<file path="src/rtl/ifu_fetch_pkg.sv">
// Shared types and constants for the instruction-fetch stage.
// Optional feature macro used by this slice: IFU_PERF_CNT_EN.
package ifu_fetch_pkg;

    localparam int IFU_DATA_WIDTH = 32;
    localparam int IFU_INST_WIDTH = 32;

    // Substituted for the instruction word whenever the fetch faulted (addi x0, x0, 0).
    localparam logic [31:0] INST_NOP = 32'h0000_0013;

    typedef enum logic [1:0] {
        S_REQ  = 2'd0,
        S_WAIT = 2'd1,
        S_HOLD = 2'd2,
        S_DROP = 2'd3
    } fetch_state_e;

    // Every state except REQ counts as a fetch stall cycle.
    function automatic logic is_stall_state(input fetch_state_e s);
        return (s != S_REQ);
    endfunction

endpackage

</file>
<file path="src/rtl/ifu_fetch_if.sv">
// Bundle of PC-generator, instruction-memory and decode handshakes seen by ifu_fetch.
// master = the fetch stage, slave = its surroundings (PC gen, imem, decode).
interface ifu_fetch_if
    import ifu_fetch_pkg::*;
#(
    parameter int DATA_WIDTH = IFU_DATA_WIDTH,
    parameter int INST_WIDTH = IFU_INST_WIDTH
);
    logic [DATA_WIDTH-1:0] pc;
    logic                  pc_fire;
    logic                  flush;
    logic                  req_valid;
    logic                  req_ready;
    logic [DATA_WIDTH-1:0] req_addr;
    logic                  rsp_valid;
    logic [INST_WIDTH-1:0] rsp_data;
    logic                  rsp_err;
    logic                  id_valid;
    logic                  id_ready;
    logic [DATA_WIDTH-1:0] id_pc;
    logic [INST_WIDTH-1:0] id_inst;
    logic                  id_fault;

    modport master (
        input  pc, flush, req_ready, rsp_valid, rsp_data, rsp_err, id_ready,
        output pc_fire, req_valid, req_addr, id_valid, id_pc, id_inst, id_fault
    );

    modport slave (
        output pc, flush, req_ready, rsp_valid, rsp_data, rsp_err, id_ready,
        input  pc_fire, req_valid, req_addr, id_valid, id_pc, id_inst, id_fault
    );

endinterface

</file>
<file path="src/rtl/ifu_out_buf.sv">
// One-entry IF/ID output register backed by a single skid entry; flush empties both.
module ifu_out_buf #(
    parameter int W = 65
) (
    input  logic         clk,
    input  logic         rst,
    input  logic         flush,
    input  logic         in_valid,
    input  logic [W-1:0] in_data,
    input  logic         out_ready,
    output logic         out_valid,
    output logic [W-1:0] out_data
);
    logic         skid_valid_r;
    logic [W-1:0] skid_data_r;
    logic         out_free_s;

    assign out_free_s = !out_valid || out_ready;

    // Output register and skid; the skid only fills while the output is stalled.
    always_ff @(posedge clk) begin
        if (rst) begin
            out_valid    <= 1'b0;
            out_data     <= '0;
            skid_valid_r <= 1'b0;
            skid_data_r  <= '0;
        end else if (flush) begin
            out_valid    <= 1'b0;
            skid_valid_r <= 1'b0;
        end else if (in_valid) begin
            if (out_free_s) begin
                out_valid <= 1'b1;
                out_data  <= in_data;
            end else begin
                skid_valid_r <= 1'b1;
                skid_data_r  <= in_data;
            end
        end else if (out_free_s) begin
            out_valid    <= skid_valid_r;
            skid_valid_r <= 1'b0;
            if (skid_valid_r) begin
                out_data <= skid_data_r;
            end
        end
    end

endmodule

</file>
<file path="src/rtl/ifu_fetch.sv">
// Instruction-fetch stage: one outstanding imem request, wrong-path squash on flush.
// Define IFU_PERF_CNT_EN to add the perf_fetch / perf_stall event counters.
module ifu_fetch
    import ifu_fetch_pkg::*;
#(
    parameter int DATA_WIDTH = IFU_DATA_WIDTH,
    parameter int INST_WIDTH = IFU_INST_WIDTH
) (
    input  logic        clk,
    input  logic        rst,
    ifu_fetch_if.master bus
`ifdef IFU_PERF_CNT_EN
    ,
    output logic [63:0] perf_fetch,
    output logic [63:0] perf_stall
`endif
);
    localparam int ENTRY_W = DATA_WIDTH + INST_WIDTH + 1;

    fetch_state_e          state_r;
    logic [DATA_WIDTH-1:0] cur_pc_r;
    logic                  pc_fire_r;

    logic                  req_fire_s;
    logic                  out_free_s;
    logic                  load_s;
    logic [INST_WIDTH-1:0] inst_s;
    logic [ENTRY_W-1:0]    entry_s;
    logic [ENTRY_W-1:0]    out_data_s;

    assign bus.req_valid = (state_r == S_REQ) && !bus.flush;
    assign bus.req_addr  = bus.pc;
    assign bus.pc_fire   = pc_fire_r;

    assign req_fire_s = bus.req_valid && bus.req_ready;
    assign out_free_s = !bus.id_valid || bus.id_ready;
    assign load_s     = (state_r == S_WAIT) && bus.rsp_valid && !bus.flush;

    // A faulting fetch hands decode a NOP so nothing architectural executes.
    always_comb begin
        inst_s = bus.rsp_data;
        if (bus.rsp_err) begin
            inst_s = INST_WIDTH'(INST_NOP);
        end else begin
            inst_s = bus.rsp_data;
        end
    end

    assign entry_s = {cur_pc_r, inst_s, bus.rsp_err};

    // Fetch sequencing; flush takes priority over every other transition.
    always_ff @(posedge clk) begin
        if (rst) begin
            state_r   <= S_REQ;
            cur_pc_r  <= '0;
            pc_fire_r <= 1'b0;
        end else begin
            pc_fire_r <= 1'b0;
            case (state_r)
                S_REQ: begin
                    if (req_fire_s) begin
                        cur_pc_r  <= bus.pc;
                        pc_fire_r <= 1'b1;
                        state_r   <= S_WAIT;
                    end
                end
                S_WAIT: begin
                    if (bus.flush) begin
                        state_r <= bus.rsp_valid ? S_REQ : S_DROP;
                    end else if (bus.rsp_valid) begin
                        state_r <= out_free_s ? S_REQ : S_HOLD;
                    end
                end
                S_HOLD: begin
                    if (bus.flush || bus.id_ready) begin
                        state_r <= S_REQ;
                    end
                end
                S_DROP: begin
                    // The outstanding response retires the request even if another flush lands with it.
                    if (bus.rsp_valid) begin
                        state_r <= S_REQ;
                    end
                end
                default: begin
                    state_r <= S_REQ;
                end
            endcase
        end
    end

    ifu_out_buf #(
        .W (ENTRY_W)
    ) u_out_buf (
        .clk       (clk),
        .rst       (rst),
        .flush     (bus.flush),
        .in_valid  (load_s),
        .in_data   (entry_s),
        .out_ready (bus.id_ready),
        .out_valid (bus.id_valid),
        .out_data  (out_data_s)
    );

    assign {bus.id_pc, bus.id_inst, bus.id_fault} = out_data_s;

`ifdef IFU_PERF_CNT_EN
    // Free-running event counters; they wrap naturally at 2^64.
    always_ff @(posedge clk) begin
        if (rst) begin
            perf_fetch <= 64'd0;
            perf_stall <= 64'd0;
        end else begin
            if (bus.id_valid && bus.id_ready) begin
                perf_fetch <= perf_fetch + 64'd1;
            end
            if (is_stall_state(state_r)) begin
                perf_stall <= perf_stall + 64'd1;
            end
        end
    end
`endif

endmodule

</file>
<file path="src/flat_wrapper.sv">
// flat-port wrapper written by rule: the top's interface ports become plain ports
module ifu_fetch_flat import ifu_fetch_pkg::*;
#(
    parameter int DATA_WIDTH = IFU_DATA_WIDTH,
    parameter int INST_WIDTH = IFU_INST_WIDTH
)
  (clk, rst, bus_pc, bus_flush, bus_req_ready, bus_rsp_valid, bus_rsp_data, bus_rsp_err, bus_id_ready, bus_pc_fire, bus_req_valid, bus_req_addr, bus_id_valid, bus_id_pc, bus_id_inst, bus_id_fault);
  ifu_fetch_if #(.DATA_WIDTH(DATA_WIDTH), .INST_WIDTH(INST_WIDTH)) bus_i ();
  input  logic clk;
  input  logic rst;
  input wire logic [$bits(bus_i.pc)-1:0] bus_pc;
  input wire logic [$bits(bus_i.flush)-1:0] bus_flush;
  input wire logic [$bits(bus_i.req_ready)-1:0] bus_req_ready;
  input wire logic [$bits(bus_i.rsp_valid)-1:0] bus_rsp_valid;
  input wire logic [$bits(bus_i.rsp_data)-1:0] bus_rsp_data;
  input wire logic [$bits(bus_i.rsp_err)-1:0] bus_rsp_err;
  input wire logic [$bits(bus_i.id_ready)-1:0] bus_id_ready;
  output wire logic [$bits(bus_i.pc_fire)-1:0] bus_pc_fire;
  output wire logic [$bits(bus_i.req_valid)-1:0] bus_req_valid;
  output wire logic [$bits(bus_i.req_addr)-1:0] bus_req_addr;
  output wire logic [$bits(bus_i.id_valid)-1:0] bus_id_valid;
  output wire logic [$bits(bus_i.id_pc)-1:0] bus_id_pc;
  output wire logic [$bits(bus_i.id_inst)-1:0] bus_id_inst;
  output wire logic [$bits(bus_i.id_fault)-1:0] bus_id_fault;
  assign bus_i.pc = bus_pc;
  assign bus_i.flush = bus_flush;
  assign bus_i.req_ready = bus_req_ready;
  assign bus_i.rsp_valid = bus_rsp_valid;
  assign bus_i.rsp_data = bus_rsp_data;
  assign bus_i.rsp_err = bus_rsp_err;
  assign bus_i.id_ready = bus_id_ready;
  assign bus_pc_fire = bus_i.pc_fire;
  assign bus_req_valid = bus_i.req_valid;
  assign bus_req_addr = bus_i.req_addr;
  assign bus_id_valid = bus_i.id_valid;
  assign bus_id_pc = bus_i.id_pc;
  assign bus_id_inst = bus_i.id_inst;
  assign bus_id_fault = bus_i.id_fault;
  ifu_fetch #(.DATA_WIDTH(DATA_WIDTH), .INST_WIDTH(INST_WIDTH)) u_core (.clk(clk), .rst(rst), .bus(bus_i));
endmodule
</file>
<file path="config.mk">
export PLATFORM = sky130hd
export DESIGN_NAME = ifu_fetch_flat
export DESIGN_NICKNAME = d
export VERILOG_FILES = /design/src/rtl/ifu_fetch_pkg.sv /design/src/rtl/ifu_fetch_if.sv /design/src/rtl/ifu_out_buf.sv /design/src/rtl/ifu_fetch.sv /design/src/flat_wrapper.sv
export SDC_FILE = /design/constraint.sdc
export NUM_CORES = 1
export LEC_CHECK = 0
export CAP_MARGIN = 5
export CORE_AREA = 2 2 125 127
export DETAILED_ROUTE_END_ITERATION = 16
export DIE_AREA = 0 0 127 129
export DONT_BUFFER_PORTS = 1
export PLACE_DENSITY = 0.65
export SYNTH_ARGS = -nofsm -noshare
export SYNTH_HDL_FRONTEND = slang
export SYNTH_SLANG_ARGS = --single-unit
</file>
<file path="constraint.sdc">
create_clock -name clk -period 1.8 [get_ports clk]
set_input_delay 0.45 -clock clk [delete_from_list [all_inputs] [get_ports clk]]
set_output_delay 0.45 -clock clk [all_outputs]
set_load 0.05 [all_outputs]
</file>
# Word level (Yosys, flattened, before mapping)

Index checks and enable logic that the tools add are counted.
Widths: inputs -> output; s select.

Eq/ne operators: 8
Multiplexer cells: 20
Bitwise operators: 3
Reductions and logical operators: 18

Operators with widths:

| operator           | count |
|---|---|
| $mux 65            | 4 |
| $mux 32            | 1 |
| $mux 2             | 7 |
| $pmux 2 s4         | 1 |
| $mux 1             | 7 |
| $reduce_and 3->1   | 2 |
| $eq 2x2->1 const B | 2 |
| $logic_and 1x1->1  | 4 |
| $ne 2x1->1 const B | 2 |
| $ne 2x2->1 const B | 2 |
| $reduce_and 2->1   | 2 |
| $reduce_and 4->1   | 1 |
| $reduce_bool 2->1  | 2 |
| $reduce_or 2->1    | 2 |
| $ne 3x3->1 const B | 1 |
| $not 1->1          | 3 |
| $eq 2x1->1 const B | 1 |
| $logic_not 1->1    | 2 |
| $logic_not 2->1    | 1 |
| $logic_or 1x1->1   | 2 |

Bits in registers: 167
Logic and storage cells: 56

# Longest topological paths before layout

Gate-level depths: netlist (run 1).

Depth in word-level cells: 6
Gate-level depth with buffers: 8
Mapped depth without buffers: 4

# By module

A second synthesis (run 1) with hierarchy kept.

Cell total of the unflattened synthesis: 815
Area total of the unflattened synthesis: 7310.8 µm²

Modules (own cells, without submodules):

| module      | instances | seq. area each (µm²) | area an instance (µm²) | cells each |
|---|---|---|---|---|
| ifu_out_buf | 1         | 2642.5               | 5562.8                 | 591 |
| ifu_fetch   | 1         | 700.7                | 1747.9                 | 224 |

# Worst setup path before layout (run 1)

No wires, ideal clock.

Kind: input port to flip-flop
From: input port bus_flush
To: register u_core.cur_pc_r[10]
Path slack: -711 ps
Library setup time: 70 ps
Data arrival time: 2440 ps
Required time: 1730 ps
Stages on the path: 6
Cells stage by stage: nor3_1 -> and2_1 -> clkbuf_1 -> clkbuf_1 -> nand2_1 -> a21oi_1

Cells in the longest elaborated chain, start to end: 4

RTL lines:

| element                           | line               | text |
|---|---|---|
| start: declaration                | flat_wrapper.sv:12 | `input wire logic [$bits(bus_i.flush)-1:0] bus_flush;` |
| $logic_not 1->1                   | ifu_fetch.sv:31    | `assign bus.req_valid = (state_r == S_REQ) && !bus.flush;` |
| $logic_and 1x1->1                 | ifu_fetch.sv:31    |  |
| $logic_and 1x1->1                 | ifu_fetch.sv:35    | `assign req_fire_s = bus.req_valid && bus.req_ready;` |
| $reduce_and 2->1 (no source line) | n/a                |  |
| end signal: assignment            | ifu_fetch.sv:62    | `cur_pc_r <= bus.pc;` |
| end: declaration                  | ifu_fetch.sv:21    | `logic [DATA_WIDTH-1:0] cur_pc_r;` |

No other way between the ends.
A chain may end at the register's enable or synchronous reset.

# Worst setup path in the final report (run 1)

From: register u_core.state_r[0]
To: output port bus_req_valid

Cells in the longest elaborated chain, start to end: 2

RTL lines:

| element                  | line               | text |
|---|---|---|
| start: declaration       | ifu_fetch.sv:20    | `fetch_state_e state_r;` |
| start signal: assignment | ifu_fetch.sv:69    | `state_r <= bus.rsp_valid ? S_REQ : S_DROP;` |
| start signal: assignment | ifu_fetch.sv:71    | `state_r <= out_free_s ? S_REQ : S_HOLD;` |
| $logic_not 2->1          | ifu_fetch.sv:31    |  |
| $logic_and 1x1->1        | ifu_fetch.sv:31    |  |
| end: declaration         | flat_wrapper.sv:19 | `output wire logic [$bits(bus_i.req_valid)-1:0] bus_req_valid;` |

No other way between the ends.

==> flow_metrics.tcl, run 1 <==
set metrics [dict create \
    cts_buffer_depth 2 \
    slew_viol_final 0 \
    pin_count 171 \
    min_to "u_core.cur_pc_r[20]$_SDFFE_PP0P_" \
    hold_depth 1 \
    die_area_um2 16380 \
    critPathKind "flop to primary output" \
    drive_gt1_share_pct 7.895 \
    die_h_um 129 \
    syn_inst 850 \
    overflow 0 \
    numCtsBuffers 17 \
    antenna_found_initial 0 \
    fin_crit_sh_pct 95.27 \
    drt_iter0_drc 413 \
    min_period_ns 1.715 \
    status "finished, final reports clean" \
    synth.avg_cell_area_um2 7.981 \
    synthesis.nets 921 \
    dp_hpwl_um 9942 \
    cts.sinks 167 \
    leakagePower_nw 2.248 \
    num_vias 5523 \
    ff2ff_path_depth 6 \
    rsz0062_at_grt "false" \
    yosysTopAreaCell "dfxtp_1" \
    drt-total-wl_um 16290 \
    cts.clk_slew.worst_paths_ns 0.06 \
    synth_area_leaders "dfxtp_1, nand2_1, a21oi_1" \
    place_congestion 0.7637 \
    wl_per_cell_um 16.52 \
    clkLatencyLatePin_ns 0.42 \
    fin_skew_ns 0.006758 \
    cts_tree "yes" \
    critPathRequiredTime_ns 1.35 \
    hold_viol_final 0 \
    worstMarginPinSlew_ns 0.5727 \
    slew_headroom_pct 61.77 \
    holdCritStartpoint "rst" \
    grt_usage_pct 19.47 \
    reg2reg_to "u_core.u_out_buf.out_data[31]$_SDFFE_PP0P_" \
    start_kind "flop" \
    finalSetupTns_ns 0 \
    grt_pass1_wl_um 25570 \
    grt_pass1_vias 4953 \
    placed_cells 951 \
    yosys_warnings 0 \
    num_rows 45 \
    grt_max_degree 168 \
    end_kind "primary output" \
    ir_drop_mv 0.5688 \
    finalSetupViolCount 0 \
    p_per_area_nw_per_um2 1031 \
    rr_startpoint "u_core.state_r[1]$_SDFFE_PP0P_" \
    synthToLayoutAreaGrowth_pct 9.314 \
    syn-cell-area_um2 6784 \
    vias_per_cell 5.601 \
    fp.coreArea_um2 14980 \
    cp_max_fo 5 \
    holdWs_ns 0.09597 \
    hp-class "input pin to flop" \
    synth_cell_type_count 25 \
    finalNonFillerCells 986 \
    fin_area_um2 7416 \
    synth_top_area_share_pct 49.28 \
    drtAntennaViolNets 0 \
    final_net_count 856 \
    synth_seq_area_share_pct 49.28 \
    synth_seq_cells 167 \
    critPathArrivalTime_ns 1.26 \
    nFillCells 1431 \
    max_freq_mhz 583.1 \
    diodes 0 \
    firstDrtPassIters 5 \
    place_area_um2 6780 \
    drcViolationCount 0 \
    dieWidth_um 127 \
    htreeDepth 4 \
    r2r_slack_ns 0.11 \
    cap_violations 0 \
    portBuffers 0 \
    initial_utilization_pct 45.30 \
    clock-root-buffer "clkbuf_16" \
]
==> routing by layer <==
layer,share of wire [%],vias up,track usage [%]
li1,-,2725,-
met5,0,-,0
met1,43,2621,23.97
met3,7.9,12,7.484
met4,1.1,0,6.012
met2,48,165,31.78
==> how the worst max path moves through the flow <==
stage	startpoint	endpoint	slack, ns
final	u_core.state_r[0]$_SDFFE_PP0P_	bus_req_valid	0.09
after global placement	bus_rsp_valid	u_core.u_out_buf.out_data[28]$_SDFFE_PP0P_	0.05
after CTS	u_core.state_r[1]$_SDFFE_PP0P_	bus_req_valid	0.008
after floorplan	bus_flush	u_core.cur_pc_r[10]$_SDFFE_PP0P_	0.04
after global routing	u_core.state_r[1]$_SDFFE_PP0P_	u_core.u_out_buf.out_data[51]$_SDFFE_PP0P_	0.02
after detailed placement	bus_rsp_valid	u_core.u_out_buf.out_data[51]$_SDFFE_PP0P_	-0.01
==> report_power, final <==
group          total (W)  internal (W)  leakage [nW]  switching, W
clock network    0.00355       0.00206         0.275       0.00149
registers        0.00387       0.00375          1.35      0.000120
logic           0.000225      0.000103         0.624      0.000122
==> kinds of logic (layout without fill, tap and decap cells) <==
kind of cell	count (synthesis)	in the layout	synth area share (%)
buf+inv	109	57	8.226
flops	167	167	49.28
simple gates	402	402	26.45
compound gates	172	172	16.05
==> worst max-delay path: stages (launching register included) <==
cell and delay [ns]:
dfxtp_1 0.32, buf_4 0.16, nor3_4 0.18, buf_6 0.18
==> cells in the mapped netlist <==
| master | count |
|---|---|
| o31ai_1 | 1 |
| nand3b_1 | 29 |
| nor3b_1 | 29 |
| clkbuf_1 | 57 |
| nor2_1 | 72 |
| nand2_1 | 234 |
| a311oi_1 | 33 |
| or2_2 | 1 |
| buf_4 | 35 |
| o211a_1 | 1 |
| buf_2 | 14 |
| a21oi_1 | 98 |
| a22oi_1 | 1 |
| o211ai_1 | 4 |
| o22ai_1 | 1 |
| or3b_2 | 1 |
| nor3_1 | 31 |
| a211oi_1 | 33 |
| nand2b_1 | 2 |
| nand4bb_1 | 1 |
| inv_1 | 1 |
| dfxtp_1 | 167 |
| and2_1 | 1 |
| buf_1 | 2 |
| nor4bb_1 | 1 |
==> what timing repair did <==
item | 4_1_cts | 5_1_grt
cloned | 0 | 1
pin swaps | 0 | 3
hold buffers | 0 | 0
setup endpoints to repair | 1 | 9
gates resized for setup | 1 | 3
buffers inserted | 0 | 2
==> registers in the layout (all words and copies together) (netlist names) <==
register                       count
u_core.u_out_buf.out_valid         1
u_core.u_out_buf.skid_data_r      65
u_core.state_r                     2
u_core.cur_pc_r                   32
u_core.u_out_buf.skid_valid_r      1
u_core.u_out_buf.out_data         65
u_core.bus.pc_fire                 1
==> cell usage in the layout (no fill, tap or decap), types with 2 or more instances in the layout <==
cell type	instances
dfxtp_1	167
buf_6	2
clkinv_2	2
nor2_1	71
nor3_1	30
a211oi_1	32
nand2_1	234
a21oi_1	98
bufinv_16	2
o211ai_1	4
inv_6	4
nand2b_1	2
a311oi_1	33
nor3b_1	28
clkinv_4	2
nand3b_1	29
clkinvlp_4	3
buf_4	13
clkbuf_16	18
clkbuf_1	2
buf_12	8
==> per-stage QoR <==
step	util [%]	total power, W	worst slack, ns
after floorplan	-	0.004362	0.03605
after global placement	45.27	0.004168	0.04864
after detailed placement	45.27	0.004176	-0.01438
after CTS	49.16	0.007721	0.007664
after global routing	49.52	0.007921	0.01653
final	49.52	0.007646	0.08515
==> cell type report <==
class / instances / area (um^2) / area share, %
sequential: 167 / 3343 / 45.08
timing repair buffer: 24 / 305.3 / 4.117
tap: 188 / 235.2 / 3.172
inverter: 1 / 3.754 / 0.05062
multi-input combinational: 574 / 2950 / 39.78
clock buffer: 19 / 432.9 / 5.838
clock inverter: 13 / 145.1 / 1.957
No activity file was read; power rests on OpenSTA's default activity.
==> run 2: changes to the inputs <==
--- a/config.mk
+++ b/config.mk
@@ -11,6 +11,7 @@
 export DIE_AREA = 0 0 127 129
 export DONT_BUFFER_PORTS = 1
 export PLACE_DENSITY = 0.65
+export SLEW_MARGIN = 5
 export SYNTH_ARGS = -nofsm -noshare
 export SYNTH_HDL_FRONTEND = slang
 export SYNTH_SLANG_ARGS = --single-unit
==> results of run 2 <==
No change in the layout: final DEF, timing and power equal those of run 1.
==> run 3: changes to the inputs <==
--- a/config.mk
+++ b/config.mk
@@ -7,6 +7,7 @@
 export LEC_CHECK = 0
 export CAP_MARGIN = 5
 export CORE_AREA = 2 2 125 127
+export CTS_CLUSTER_SIZE = 14
 export DETAILED_ROUTE_END_ITERATION = 16
 export DIE_AREA = 0 0 127 129
 export DONT_BUFFER_PORTS = 1
==> results of run 3 <==
No change in the layout: final DEF, timing and power equal those of run 1.
